`src/rtl/alu_pkg.sv`:
```
// Shared constants and types for the ALU operand stage: opcode encodings,
// default widths, and the operand-build mode decode.
package alu_pkg;

  localparam int DATA_W = 32;
  localparam int IDX_W  = 5;

  localparam logic [5:0] OP_ADD = 6'b000000;
  localparam logic [5:0] OP_SUB = 6'b000001;
  localparam logic [5:0] OP_AND = 6'b000010;
  localparam logic [5:0] OP_OR  = 6'b000011;
  localparam logic [5:0] OP_XOR = 6'b000100;
  localparam logic [5:0] OP_SLL = 6'b000110;
  localparam logic [5:0] OP_SRL = 6'b000111;
  localparam logic [5:0] OP_NOR = 6'b001001;

  localparam logic [IDX_W-1:0] ZERO_REG = '0;

  typedef enum logic [1:0] {
    MODE_RR,
    MODE_IMM,
    MODE_SHIFT,
    MODE_LUI
  } operand_mode_e;

  // LUI outranks shift, which outranks the plain immediate form.
  function automatic operand_mode_e decode_mode(input logic is_lui,
                                                input logic is_shift,
                                                input logic use_imm);
    if (is_lui)        return MODE_LUI;
    else if (is_shift) return MODE_SHIFT;
    else if (use_imm)  return MODE_IMM;
    else               return MODE_RR;
  endfunction

endpackage

```
`src/rtl/operand_fwd_mux.sv`:
```
// Resolves one source operand: register 0 reads as zero, otherwise the EX
// result (when not a pending load) beats WB, which beats the register file.
module operand_fwd_mux
  import alu_pkg::*;
#(
  parameter int DATA_W = alu_pkg::DATA_W,
  parameter int IDX_W  = alu_pkg::IDX_W
) (
  input  logic [IDX_W-1:0]  idx,
  input  logic [DATA_W-1:0] rf_data,
  input  logic              ex_fwd_valid,
  input  logic              ex_is_load,
  input  logic [IDX_W-1:0]  ex_fwd_idx,
  input  logic [DATA_W-1:0] ex_fwd_data,
  input  logic              wb_fwd_valid,
  input  logic [IDX_W-1:0]  wb_fwd_idx,
  input  logic [DATA_W-1:0] wb_fwd_data,
  output logic [DATA_W-1:0] value
);

  logic ex_match;
  logic wb_match;

  assign ex_match = ex_fwd_valid && !ex_is_load && (ex_fwd_idx == idx);
  assign wb_match = wb_fwd_valid && (wb_fwd_idx == idx);

  always_comb begin
    if (idx == IDX_W'(ZERO_REG)) value = '0;
    else if (ex_match)           value = ex_fwd_data;
    else if (wb_match)           value = wb_fwd_data;
    else                         value = rf_data;
  end

endmodule

```
`src/rtl/alu_operand_stage.sv`:
```
// Operand stage in front of the ALU: forwards sources, builds immediate/shift
// operands, stalls on load-use hazards and holds one instruction for the ALU.
module alu_operand_stage
  import alu_pkg::*;
#(
  parameter int DATA_W      = alu_pkg::DATA_W,
  parameter int IDX_W       = alu_pkg::IDX_W,
  parameter int OP_W        = 6,
  parameter int STALL_CNT_W = 16
) (
  input  logic                   clk,
  input  logic                   reset,
  input  logic                   in_valid,
  output logic                   in_ready,
  input  logic [IDX_W-1:0]       rs_idx,
  input  logic [IDX_W-1:0]       rt_idx,
  input  logic [DATA_W-1:0]      rs_data,
  input  logic [DATA_W-1:0]      rt_data,
  input  logic                   rt_used,
  input  logic [15:0]            imm16,
  input  logic [4:0]             shamt,
  input  logic                   use_imm,
  input  logic                   imm_signed,
  input  logic                   is_lui,
  input  logic                   is_shift,
  input  logic                   shift_var,
  input  logic [OP_W-1:0]        alu_op_in,
  input  logic                   carry_in,
  input  logic [IDX_W-1:0]       dest_idx_in,
  input  logic                   ex_fwd_valid,
  input  logic [IDX_W-1:0]       ex_fwd_idx,
  input  logic [DATA_W-1:0]      ex_fwd_data,
  input  logic                   ex_is_load,
  input  logic                   wb_fwd_valid,
  input  logic [IDX_W-1:0]       wb_fwd_idx,
  input  logic [DATA_W-1:0]      wb_fwd_data,
  input  logic                   flush,
  output logic                   out_valid,
  input  logic                   out_ready,
  output logic [DATA_W-1:0]      alu_a,
  output logic [DATA_W-1:0]      alu_b,
  output logic [OP_W-1:0]        alu_opcode,
  output logic                   alu_carry_in,
  output logic [IDX_W-1:0]       dest_idx,
  output logic [STALL_CNT_W-1:0] stall_count
);

  logic [DATA_W-1:0] rs_val;
  logic [DATA_W-1:0] rt_val;
  logic [DATA_W-1:0] next_a;
  logic [DATA_W-1:0] next_b;
  logic [OP_W-1:0]   next_op;
  logic              hazard;
  logic              capture;

  operand_fwd_mux #(.DATA_W(DATA_W), .IDX_W(IDX_W)) u_rs_fwd (
    .idx          (rs_idx),
    .rf_data      (rs_data),
    .ex_fwd_valid (ex_fwd_valid),
    .ex_is_load   (ex_is_load),
    .ex_fwd_idx   (ex_fwd_idx),
    .ex_fwd_data  (ex_fwd_data),
    .wb_fwd_valid (wb_fwd_valid),
    .wb_fwd_idx   (wb_fwd_idx),
    .wb_fwd_data  (wb_fwd_data),
    .value        (rs_val)
  );

  operand_fwd_mux #(.DATA_W(DATA_W), .IDX_W(IDX_W)) u_rt_fwd (
    .idx          (rt_idx),
    .rf_data      (rt_data),
    .ex_fwd_valid (ex_fwd_valid),
    .ex_is_load   (ex_is_load),
    .ex_fwd_idx   (ex_fwd_idx),
    .ex_fwd_data  (ex_fwd_data),
    .wb_fwd_valid (wb_fwd_valid),
    .wb_fwd_idx   (wb_fwd_idx),
    .wb_fwd_data  (wb_fwd_data),
    .value        (rt_val)
  );

  // A load in EX has no data yet, so any real source that names its target must wait.
  assign hazard = in_valid && ex_fwd_valid && ex_is_load
               && (ex_fwd_idx != IDX_W'(ZERO_REG))
               && ((ex_fwd_idx == rs_idx) || (rt_used && (ex_fwd_idx == rt_idx)));

  assign in_ready = (!out_valid || out_ready) && !hazard && !flush;
  assign capture  = in_valid && in_ready;

  always_comb begin
    // NOTE: every signal driven here is defaulted first so no path leaves it unassigned (no latch).
    next_a  = rs_val;
    next_b  = rt_val;
    next_op = alu_op_in;
    case (decode_mode(is_lui, is_shift, use_imm))
      MODE_LUI: begin
        next_a  = '0;
        next_b  = DATA_W'({imm16, 16'h0000});
        next_op = OP_W'(OP_OR);
      end
      MODE_SHIFT: begin
        next_a = rt_val;
        next_b = {{(DATA_W-5){1'b0}}, (shift_var ? rs_val[4:0] : shamt)};
      end
      MODE_IMM: begin
        next_b = imm_signed ? {{(DATA_W-16){imm16[15]}}, imm16}
                            : {{(DATA_W-16){1'b0}}, imm16};
      end
      default: ;
    endcase
  end

  // NOTE: state is updated with non-blocking assignments so every register samples pre-edge values.
  always_ff @(posedge clk) begin
    if (reset) begin
      out_valid    <= 1'b0;
      alu_a        <= '0;
      alu_b        <= '0;
      alu_opcode   <= '0;
      alu_carry_in <= 1'b0;
      dest_idx     <= '0;
      stall_count  <= '0;
    end else begin
      if (flush) begin
        out_valid <= 1'b0;
      end else if (capture) begin
        out_valid    <= 1'b1;
        alu_a        <= next_a;
        alu_b        <= next_b;
        alu_opcode   <= next_op;
        alu_carry_in <= carry_in;
        dest_idx     <= dest_idx_in;
      end else if (out_ready) begin
        out_valid <= 1'b0;
      end

      if (hazard && (stall_count != '1)) begin
        stall_count <= stall_count + STALL_CNT_W'(1);
      end
    end
  end

endmodule

```
`config.mk`:
```
export PLATFORM = sky130hd
export DESIGN_NAME = alu_operand_stage
export DESIGN_NICKNAME = d
export VERILOG_FILES = /design/src/rtl/alu_pkg.sv /design/src/rtl/operand_fwd_mux.sv /design/src/rtl/alu_operand_stage.sv
export SDC_FILE = /design/constraint.sdc
export NUM_CORES = 1
export LEC_CHECK = 0
export ABC_AREA = 1
export CAP_MARGIN = 20
export CORE_UTILIZATION = 40
export CTS_CLUSTER_SIZE = 24
export DETAILED_ROUTE_END_ITERATION = 6
export GPL_ROUTABILITY_DRIVEN = 0
export HOLD_SLACK_MARGIN = 0.06
export PLACE_DENSITY = 0.9
export SYNTH_ARGS = -nofsm -noshare
export SYNTH_HDL_FRONTEND = slang
export SYNTH_SLANG_ARGS = --single-unit
```
`constraint.sdc`:
```
create_clock -name clk -period 1.4 [get_ports clk]
set_input_delay 0.14 -clock clk [delete_from_list [all_inputs] [get_ports clk]]
set_output_delay 0.14 -clock clk [all_outputs]
set_load 0.05 [all_outputs]
```
---- Yosys cells after proc, flatten, opt, wreduce, memory -nomap -nowiden ----
Index checks and enable logic that the tools add are counted.
storage, ports and cells
  bits in registers ....................... 93
  output and inout bits ................... 94
  logic and storage cells ................. 59
cells by class
  bitwise operators ....................... 1
  add/subtract/negate cells ............... 1
  equal/unequal tests ..................... 8
  muxes and demuxes ....................... 16
  reductions and logical operators ........ 26
operators by type and width
  operator                                                          count
  32-bit 2-to-1 mux                                                 7
  32-bit one-hot mux with 3 select lines                            1
  32-bit one-hot mux with 2 select lines                            1
  5-bit == test                                                     4
  16-bit by 1-bit adder with 16-bit output (second input constant)  1
  16-bit inequality test (second input constant)                    1
  1-bit logical AND                                                 14
  5-bit zero test                                                   2
  6-bit 2-to-1 mux                                                  1
  5-bit 2-to-1 mux                                                  1
  5-bit nonzero test                                                1
  2-bit == test (second input constant)                             2
  1-bit zero test                                                   4
  2-bit 2-to-1 mux                                                  2
  1-bit 2-to-1 mux                                                  3
  2-bit by 1-bit == test with 1-bit output (second input constant)  1
  1-bit logical OR                                                  2
  2-bit AND reduction                                               1
  2-bit nonzero test                                                1
  2-bit OR reduction                                                1
  1-bit inverter                                                    1

---- Depth between registers and ports, before layout ----
Gate-level depths: netlist of run 1.
  depth after elaboration ................. 9
  gate-level depth with buffers ........... 14

---- By module ----
Synthesis of run 1 repeated with hierarchy kept, for this count alone.
unflattened totals
  cell total of the unflattened synthesis .. 1,659
  area total of the unflattened synthesis .. 8,770.9 µm²
by module, submodules not included
  module             area an instance (µm²)  cells an instance  sequential area each (µm²)  instances
  alu_operand_stage  6,133.4                 1,061              1,861.8                     1
  operand_fwd_mux    1,318.8                 299                0.0                         2

---- Least setup slack after synthesis of run 1 ----
No wires, ideal clock.
  path kind ............................... flip-flop to flip-flop
  start ................................... reg stall_count[0]
  end ..................................... reg stall_count[7]
  required time ........................... 1.330 ns
  clock period less this slack ............ 1.946 ns
  setup slack ............................. -0.546 ns
  arrival time ............................ 1.876 ns
  library setup time ...................... 0.070 ns
  stages on the path, launching flop included .. 11
  cells stage by stage .................... dfxtp_1 ha_1 nand2_1 inv_1 nand2_1 inv_1 nand4_1 nand2_2 buf_2 nand2_1 a21oi_1
between the ends
  longest elaborated chain between the ends .. 2
  elaborated cells on any way between the ends .. 3
  those cells by class .................... 1 x add/sub; 1 x eq/ne; 1 x reduce/logical
RTL lines
  item                                                                              line                      source
  from (decl)                                                                       alu_operand_stage.sv:45   output logic [STALL_CNT_W-1:0] stall_count
  from (signal assigned)                                                            alu_operand_stage.sv:138  stall_count <= stall_count + STALL_CNT_W'(1);
  branches (longest 2 deep; another with 16-bit by 1-bit adder with 16-bit output)  --
Parallel ways; which one is timed is not known.
A chain may end at the register's enable or synchronous reset.

---- Worst setup path in the final report of run 1 ----
  start ................................... in wb_fwd_idx[1]
  end ..................................... reg alu_b[30]
between the ends
  longest elaborated chain between the ends .. 6
RTL lines
  item                                    line                      source
  from (decl)                             alu_operand_stage.sv:35   input logic [IDX_W-1:0] wb_fwd_idx,
  5-bit == test                           operand_fwd_mux.sv:25     assign wb_match = wb_fwd_valid && (wb_fwd_idx == idx);
  1-bit logical AND                       operand_fwd_mux.sv:25
  32-bit 2-to-1 mux                       operand_fwd_mux.sv:30     else if (wb_match) value = wb_fwd_data;
  32-bit 2-to-1 mux                       operand_fwd_mux.sv:29     else if (ex_match) value = ex_fwd_data;
  32-bit 2-to-1 mux                       operand_fwd_mux.sv:28     if (idx == IDX_W'(ZERO_REG)) value = '0;
  32-bit one-hot mux with 3 select lines  alu_operand_stage.sv:95   case (decode_mode(is_lui, is_shift, use_imm))
  to (signal assigned)                    alu_operand_stage.sv:129  alu_b <= next_b;
  to (decl)                               alu_operand_stage.sv:41   output logic [DATA_W-1:0] alu_b,
No other way between the ends.

==> results by group, run 1 <==
Run status
  • Outcome: finished with violations
  • Failing checks: DRC, setup timing

Floorplanning
  • Core footprint: between 15000 and 20000 um2
  • Die X: between 100 and 150 um
  • Site Rows: 47
  • Starting density of the core: 0.416
  • Die area: 18000 um2
  • Num ports: 289
  • Die Y-Extent: around 130 um

Yosys
  • Syn_nets: 1407
  • Synth Area in XOR/XNOR: 0.0263
  • Post-Synth Simple-Gate Area: 0.418
  • Area share of fa/ha/maj cells after synthesis: 0.00179
  • Mean Syn Cell Area: between 5 and 6 um2
  • Count of cell types in the netlist: 31
  • Yosys reg bits: 93
  • Largest cells by area after synthesis: dfxtp_1, nand2_1, nand3_1
  • Post-synth EDFFs: 0
  • Combinational family with the most area after synthesis: simple AND/OR/NAND/NOR gates
  • Yosys top cell area share: 0.266
  • Post-synthesis mux area share: 0
  • Register area share after synthesis: 0.266
  • Synth Cell Area: 6990 um2
  • Commonest cells post-synth: nand2_1, nand3_1, inv_1, a21oi_1, dfxtp_1
  • Syn Inst Count: 1211
  • Dominant synthesized flop cell: dfxtp_1
  • Async SR Flop Fraction: 0
  • Syn. warnings: 0
  • Compound-gate portion of the synthesized area: 0.138
  • Top-count cell post-synth: nand2_1
  • Top cell type by total area after synthesis: dfxtp_1

Place
  • DP Wirelength: around 23000 um
  • DP Area: 11300 um2
  • Port buffer count: about 290
  • Setup WS pre-CTS: -0.714 ns

Final layout
  • Final net count: around 1800
  • # diodes: 0
  • Finished Cell Area: 14000 um2
  • Multi-input gate area: between 5000 and 6000 um2
  • Reg area: about 1900 um2
  • Filler instances: 887
  • Area delta synth->final: 101%
  • Core Util, Final: 0.834
  • Layout cell share with drive strength beyond 1: 0.381

Critical path
  • Crit path largest cell delay: approximately 0.34 ns
  • Critical-path cell list: clkdlybuf4s15_1, nand2_1, nand2_2, nor2_4, nand3_4, buf_6, nand2_1, nand3_1, nand3_1, nand2_2, nor2_4, nor2_1
  • Slowest cell on the critical path: nand3_1
  • Worst Path Buf+Inv: 2
  • Setup crit start kind: input pin
  • Setup crit end kind: flip-flop
  • CP required: 1.64 ns
  • Crit-path max FO: 5
  • CP top delay family: simple AND/OR/NAND/NOR gates
  • Arrival time at the worst endpoint: about 2.0 ns
  • Kind of critical path: in -> reg

Timing
  • Setup TNS: -12.12 ns
  • Pins over their slew limit: 0
  • Slew HR: 0.735
  • Setup slack after layout: -0.358 ns
  • RSZ-0062 raised after global routing: true
  • Final Cycle Share: 1.26
  • Final hold vios: 0
  • FMAX: roughly 0.57 GHz
  • Slew @ Worst Pin: 0.397 ns
  • Final Skew: 0.0142 ns
  • Post-layout min period: ~1.8 ns
  • Final setup vio count: 94

Detailed routing
  • Post-DR wirelength/cell: 22.7 um
  • Drt first pass iters: 7
  • Drt first-iter violations: about 1600
  • Vias per cell: 6.19
  • Vias: 11300
  • Final ANT Viol Nets: 0
  • DRC: 34
  • Final WL: a little over 40000 um

Clock tree
  • Clock slew at reported path FFs: roughly 0.08 ns
  • CTS root buf: clkbuf_16
  • Hold_buf cts: 0
  • Clock H-tree levels: 3
  • CTS buffer count: 9
  • Worst skew pair latency: between 0.3 and 0.4 ns
  • Clock buffer depth: 2
  • CTS tree: yes
  • Clock Sinks: 93

Power and ir drop
  • Sequential share of power: 0.308
  • Design Power: between 9000 and 10000 uW
  • Cell internal pwr: a little under 6000 uW
  • Sw Ratio: 0.388
  • Combinational share of power: 0.416
  • Pwr/cell area: about 680 nW/um2
  • Clk network pwr share: 0.276
  • Lkg Pwr: 0.00632 uW
  • Switching power: 3690 uW
  • VDD IR-drop max: approximately 0.76 mV

Global routing
  • Initial antenna violation count: 0
  • All-Layer GR Usage: 0.348
  • First-pass GRT wire length: a little under 50000 um
  • Number of global-route vias before repair: ~9700
  • Largest net degree at the start of global routing: 49
  • Gr ovfl total: 0

Job
  • Max cap viols: 0

Hold path
  • Hold crit path type: in -> reg
==> worst reg2reg max path, stage by stage (launching register included) <==
cell and delay (ns):
dfxtp_4 0.37, ha_4 0.15, nand2_4 0.05, inv_2 0.05, nand2_2 0.05, inv_2 0.07, nand4_1 0.19, nand2_4 0.22
buf_8 0.18, nand2_1 0.07, a21oi_2 0.12
==> registers in the layout (all words and copies together), names as in the netlist <==
name	flops
alu_a	32
alu_b	32
stall_count	16
alu_opcode	6
dest_idx	5
alu_carry_in	1
out_valid	1
==> area by class of cell <==
cell class                 instances  area share
multi-input combinational        876       0.397
timing repair buffer             456       0.381
sequential                        93       0.136
inverter                         166      0.0455
tap                              220      0.0196
clock buffer                       9      0.0161
clock inverter                     7     0.00508
==> final timing paths <==
path	start	to	slack [ns]	cells past startpoint
hold / removal	dest_idx_in[0]	dest_idx[0]$_SDFFE_PP0P_	0.34	3
setup / recovery	wb_fwd_idx[1]	alu_b[30]$_SDFFE_PP0P_	-0.36	12
hold reg to reg	alu_opcode[1]$_SDFFE_PP0P_	alu_opcode[1]$_SDFFE_PP0P_	0.47	2
setup reg to reg	stall_count[0]$_SDFFE_PP0P_	stall_count[14]$_SDFFE_PP0P_	-0.20	10
==> cell families (layout without fill, tap and decap cells) <==
logic type                 after synthesis  in the layout
DFF                                     93             93
AOI/OAI and AO/OA                      191            191
and+or+nand+nor                        663            663
xor gates and xnor gates                21             21
adders and majority gates                1              1
buffers and inverters                  242            638
==> layout by cell type, fill, tap and decap left out, drive strengths merged <==
cell,n
a211oi,1
a21oi,106
buf,259
clkbuf,30
clkdlybuf4s15,2
clkdlybuf4s50,168
clkinv,3
dfxtp,93
dlygate4sd2,5
dlymetal6s2s,1
ha,1
inv,170
nand2,326
nand3,180
nand3b,1
nand4,45
nor2,96
nor3,11
nor4,3
o21ai,84
or2,1
xnor2,8
xor2,13
==> through the flow <==
stage          hold slack, ns  instances
2_1_floorplan           0.204       1211
3_3_place_gp            0.453       1748
3_5_place_dp            0.456       1748
4_1_cts                 0.320       1782
5_1_grt                 0.348       1827
6_report                0.338       1827
==> power by group through the flow <==
stage,clock [uW],combinational (uW),sequential (uW)
floorplan,0,955,3390
global placement,0,2930,2970
detailed placement,0,2980,2970
CTS,2560,3140,2910
global route,2710,4100,2930
finish,2620,3960,2920
==> repair_timing <==
item                                    4_1_cts  5_1_grt
pin swaps                                    40       96
cloned                                        4       26
endpoints found under the setup margin       94       93
gates resized for setup                     181      354
setup buffers                                14       20
==> routing by layer <==
metal  part of all wire  up-vias  GRT usage
li1                   -     4707          -
met5             0.0015        -          0
met1               0.33     5041      0.410
met4              0.088        2      0.167
met3               0.13      395     0.0597
met2               0.45     1159      0.612
(Power assumes the default switching activity.)
==> inputs of run 2 (changes only) <==
- CORE_ASPECT_RATIO: unset -> 1.75
- CORE_UTILIZATION: 40 -> 44
- PLACE_DENSITY: 0.9 -> 0.93
- clock period: 1.4 -> 1.8 ns (I/O delays scaled with it)
==> run 2 against run 1 <==
Compared with the run above:
- the run now ends clean
- cell area fell by 23%
- clock power decreased by 30%
- non-clock buffer count decreased by 103
- flip-flop and latch count is the same
- global-route usage down 0.95 points
- first-iteration DRC count decreased by 52%
- register-to-register slack gained 0.33 ns
- utilization decreased by 13 points
- largest power group is now registers
==> results by group, run 2 (synthesized netlist as in run 1, its figures left out) <==
Detailed routing
  • Drt first pass iters: 7 (unchanged)
  • Vias: 9567 (was 11300)
  • Final WL: 28900 um (was 41500 um)
  • Drt first-iter violations: 768 (was 1584)
  • DRC: 0 (was 34)
  • Post-DR wirelength/cell: 17.1 um (was 22.7 um)
  • Final ANT Viol Nets: 0 (unchanged)
  • Vias per cell: 5.66 (was 6.19)

Global routing
  • First-pass GRT wire length: 44600 um (was 49600 um)
  • Largest net degree at the start of global routing: 70 (was 49)
  • Initial antenna violation count: 1 (was 0)
  • Number of global-route vias before repair: 8914 (was 9667)
  • Gr ovfl total: 0 (unchanged)
  • All-Layer GR Usage: 0.339 (was 0.348)

Final layout
  • Regs by FF count: alu_a (32), alu_b (32), stall_count (16) (unchanged)
  • Post-Layout Cell Count: 1691 (was 1827)
  • Filler instances: 1268 (was 887)
  • Commonest non-fill, non-tap cell in the layout: nand2_1 (unchanged)
  • Final net count: 1695 (was 1798)
  • Area delta synth->final: 54.9% (was 101%)
  • Commonest non-fill, non-tap cells in the layout: nand2_1, clkdlybuf4s50_1, nand3_1, inv_1, a21oi_1 (was nand2_1, clkdlybuf4s50_1, inv_1, nand3_1, buf_4)
  • Layout cell share with drive strength beyond 1: 0.0912 (was 0.381)

Clock tree
  • Clock H-tree levels: 3 (unchanged)
  • Clock buffer depth: 2 (unchanged)
  • CTS root buf: clkbuf_16 (unchanged)
  • Clock slew at reported path FFs: 0.07 ns (was 0.08 ns)
  • Clock Sinks: 93 (unchanged)
  • CTS tree: yes (unchanged)
  • CTS buffer count: 9 (unchanged)
  • Hold_buf cts: 0 (unchanged)
  • Worst skew pair latency: 0.35 ns (about the same)

Floorplanning
  • Core footprint: 15500 um2 (was 16800 um2)
  • Num ports: 289 (unchanged)
  • Site Rows: 60 (was 47)
  • Die Y-Extent: 169 um (was 134 um)
  • Die area: 16400 um2 (was 18000 um2)
  • Starting density of the core: 0.452 (was 0.416)
  • Die X: 97.3 um (was 134 um)

Critical path
  • CP required: 1.62 ns (was 1.64 ns)
  • Cell count of the worst reg-to-reg path: 10 (unchanged)
  • R2R Path Start: stall_count[0]$_SDFFE_PP0P_ (unchanged)
  • RR Endpoint: stall_count[8]$_SDFFE_PP0P_ (was stall_count[14]$_SDFFE_PP0P_)
  • Flop-to-flop setup slack: 0.13 ns (was -0.20 ns)
  • Arrival time at the worst endpoint: 1.61 ns (was 2.00 ns)
  • Setup crit end kind: output pin (was flip-flop)
  • Crit path to: in_ready (was alu_b[30]$_SDFFE_PP0P_)
  • Setup crit start: ex_fwd_idx[2] (was wb_fwd_idx[1])
  • Setup crit start kind: input pin (unchanged)
  • Kind of critical path: in -> out (was in -> reg)
  • Crit-path max FO: 5 (unchanged)

Power and ir drop
  • Pwr/cell area: 579 nW/um2 (was 677 nW/um2)
  • VDD IR-drop max: 0.405 mV (was 0.764 mV)
  • Lkg Pwr: 0.00504 uW (was 0.00632 uW)

Timing
  • Hold slack: 0.388 ns (was 0.338 ns)
  • Final hold vios: 0 (unchanged)
  • Final Skew: 0.0119 ns (was 0.0142 ns)
  • Slew @ Worst Pin: 0.533 ns (was 0.397 ns)
  • Slew HR: 0.644 (was 0.735)
  • Final setup vio count: 0 (was 94)
  • Pins over their slew limit: 0 (unchanged)
  • RSZ-0062 raised after global routing: true (unchanged)
  • Post-layout min period: approximately 1.8 ns
  • FMAX: 0.557 GHz
  • Final Cycle Share: 0.997

Place
  • DP Wirelength: 21300 um (was 22600 um)
  • Port buffer count: 288 (unchanged)
  • Inst Count DP: 1671 (was 1748)

Job
  • Max cap viols: 0 (unchanged)

Run status
  • Outcome: finished clean (was finished with violations)

Hold path
  • Hold crit path type: in -> reg (unchanged)
[run 2: area by class of cell]
| cell class | count | area (um2) | share of cell area |
|---|---|---|---|
| sequential | 93 | 1870 | 0.173 |
| multi-input combinational | 876 | 4230 | 0.391 |
| inverter | 166 | 626 | 0.0578 |
| clock buffer | 10 | 229 | 0.0211 |
| tap | 186 | 233 | 0.0215 |
| clock inverter | 5 | 37.5 | 0.00347 |
| timing repair buffer | 353 | 3600 | 0.332 |
| antenna | 2 | 5.00 | 0.000462 |
[run 2: layer usage]
metal	wire [um]	vias up	global-route usage
met5	0	-	0
met4	2080	0	0.223
met3	2600	165	0.0491
met2	14200	691	0.599
met1	10100	4233	0.376
li1	-	4478	-
[run 2: report_power, final]
part           switching, uW  total [uW]  leakage, uW  internal, uW
combinational           1270        2200      0.00415           928
sequential              73.2        2240     0.000766          2170
clock                    891        1830     0.000125           937
[run 2: worst max-delay path, cell delays in order]
cell and delay (ns):
dlygate4sd2_1 0.40, xor2_2 0.22, nor2_4 0.07, nand3_2 0.07, nand2_2 0.07, nand2_4 0.09
inv_2 0.06, buf_4 0.14, nor3_4 0.15, buf_12 0.16
[run 2: timing repair]
item / CTS / global route
cloned: 0 / 1
setup buffers: 1 / 1
gates resized for setup: 24 / 25
pin swaps: 6 / 6
setup endpoints to repair: 18 / 59
[run 2: worst min-delay path by stage]
stage / start / to / slack, ns / depth (start not counted)
2_1_floorplan: flush / out_valid$_SDFFE_PP0P_ / 0.25 / 1
3_3_place_gp: alu_carry_in$_SDFFE_PP0P_ / alu_carry_in$_SDFFE_PP0P_ / 0.45 / 2
3_5_place_dp: alu_opcode[4]$_SDFFE_PP0P_ / alu_opcode[4]$_SDFFE_PP0P_ / 0.46 / 2
4_1_cts: dest_idx_in[1] / dest_idx[1]$_SDFFE_PP0P_ / 0.39 / 3
5_1_grt: dest_idx_in[3] / dest_idx[3]$_SDFFE_PP0P_ / 0.40 / 3
6_report: dest_idx_in[1] / dest_idx[1]$_SDFFE_PP0P_ / 0.39 / 3
[run 2: stage by stage]
step	util	power, uW	cell area [um2]	setup slack, ns	setup TNS [ns]
2_1_floorplan	-	3390	7000	0.0247	0
3_3_place_gp	0.673	4380	10400	-0.304	-23.13
3_5_place_dp	0.673	4420	10400	-0.397	-30.77
4_1_cts	0.693	6200	10700	0.000627	0
5_1_grt	0.700	6500	10800	-0.0878	-0.308
6_report	0.700	6270	10800	0.00564	0
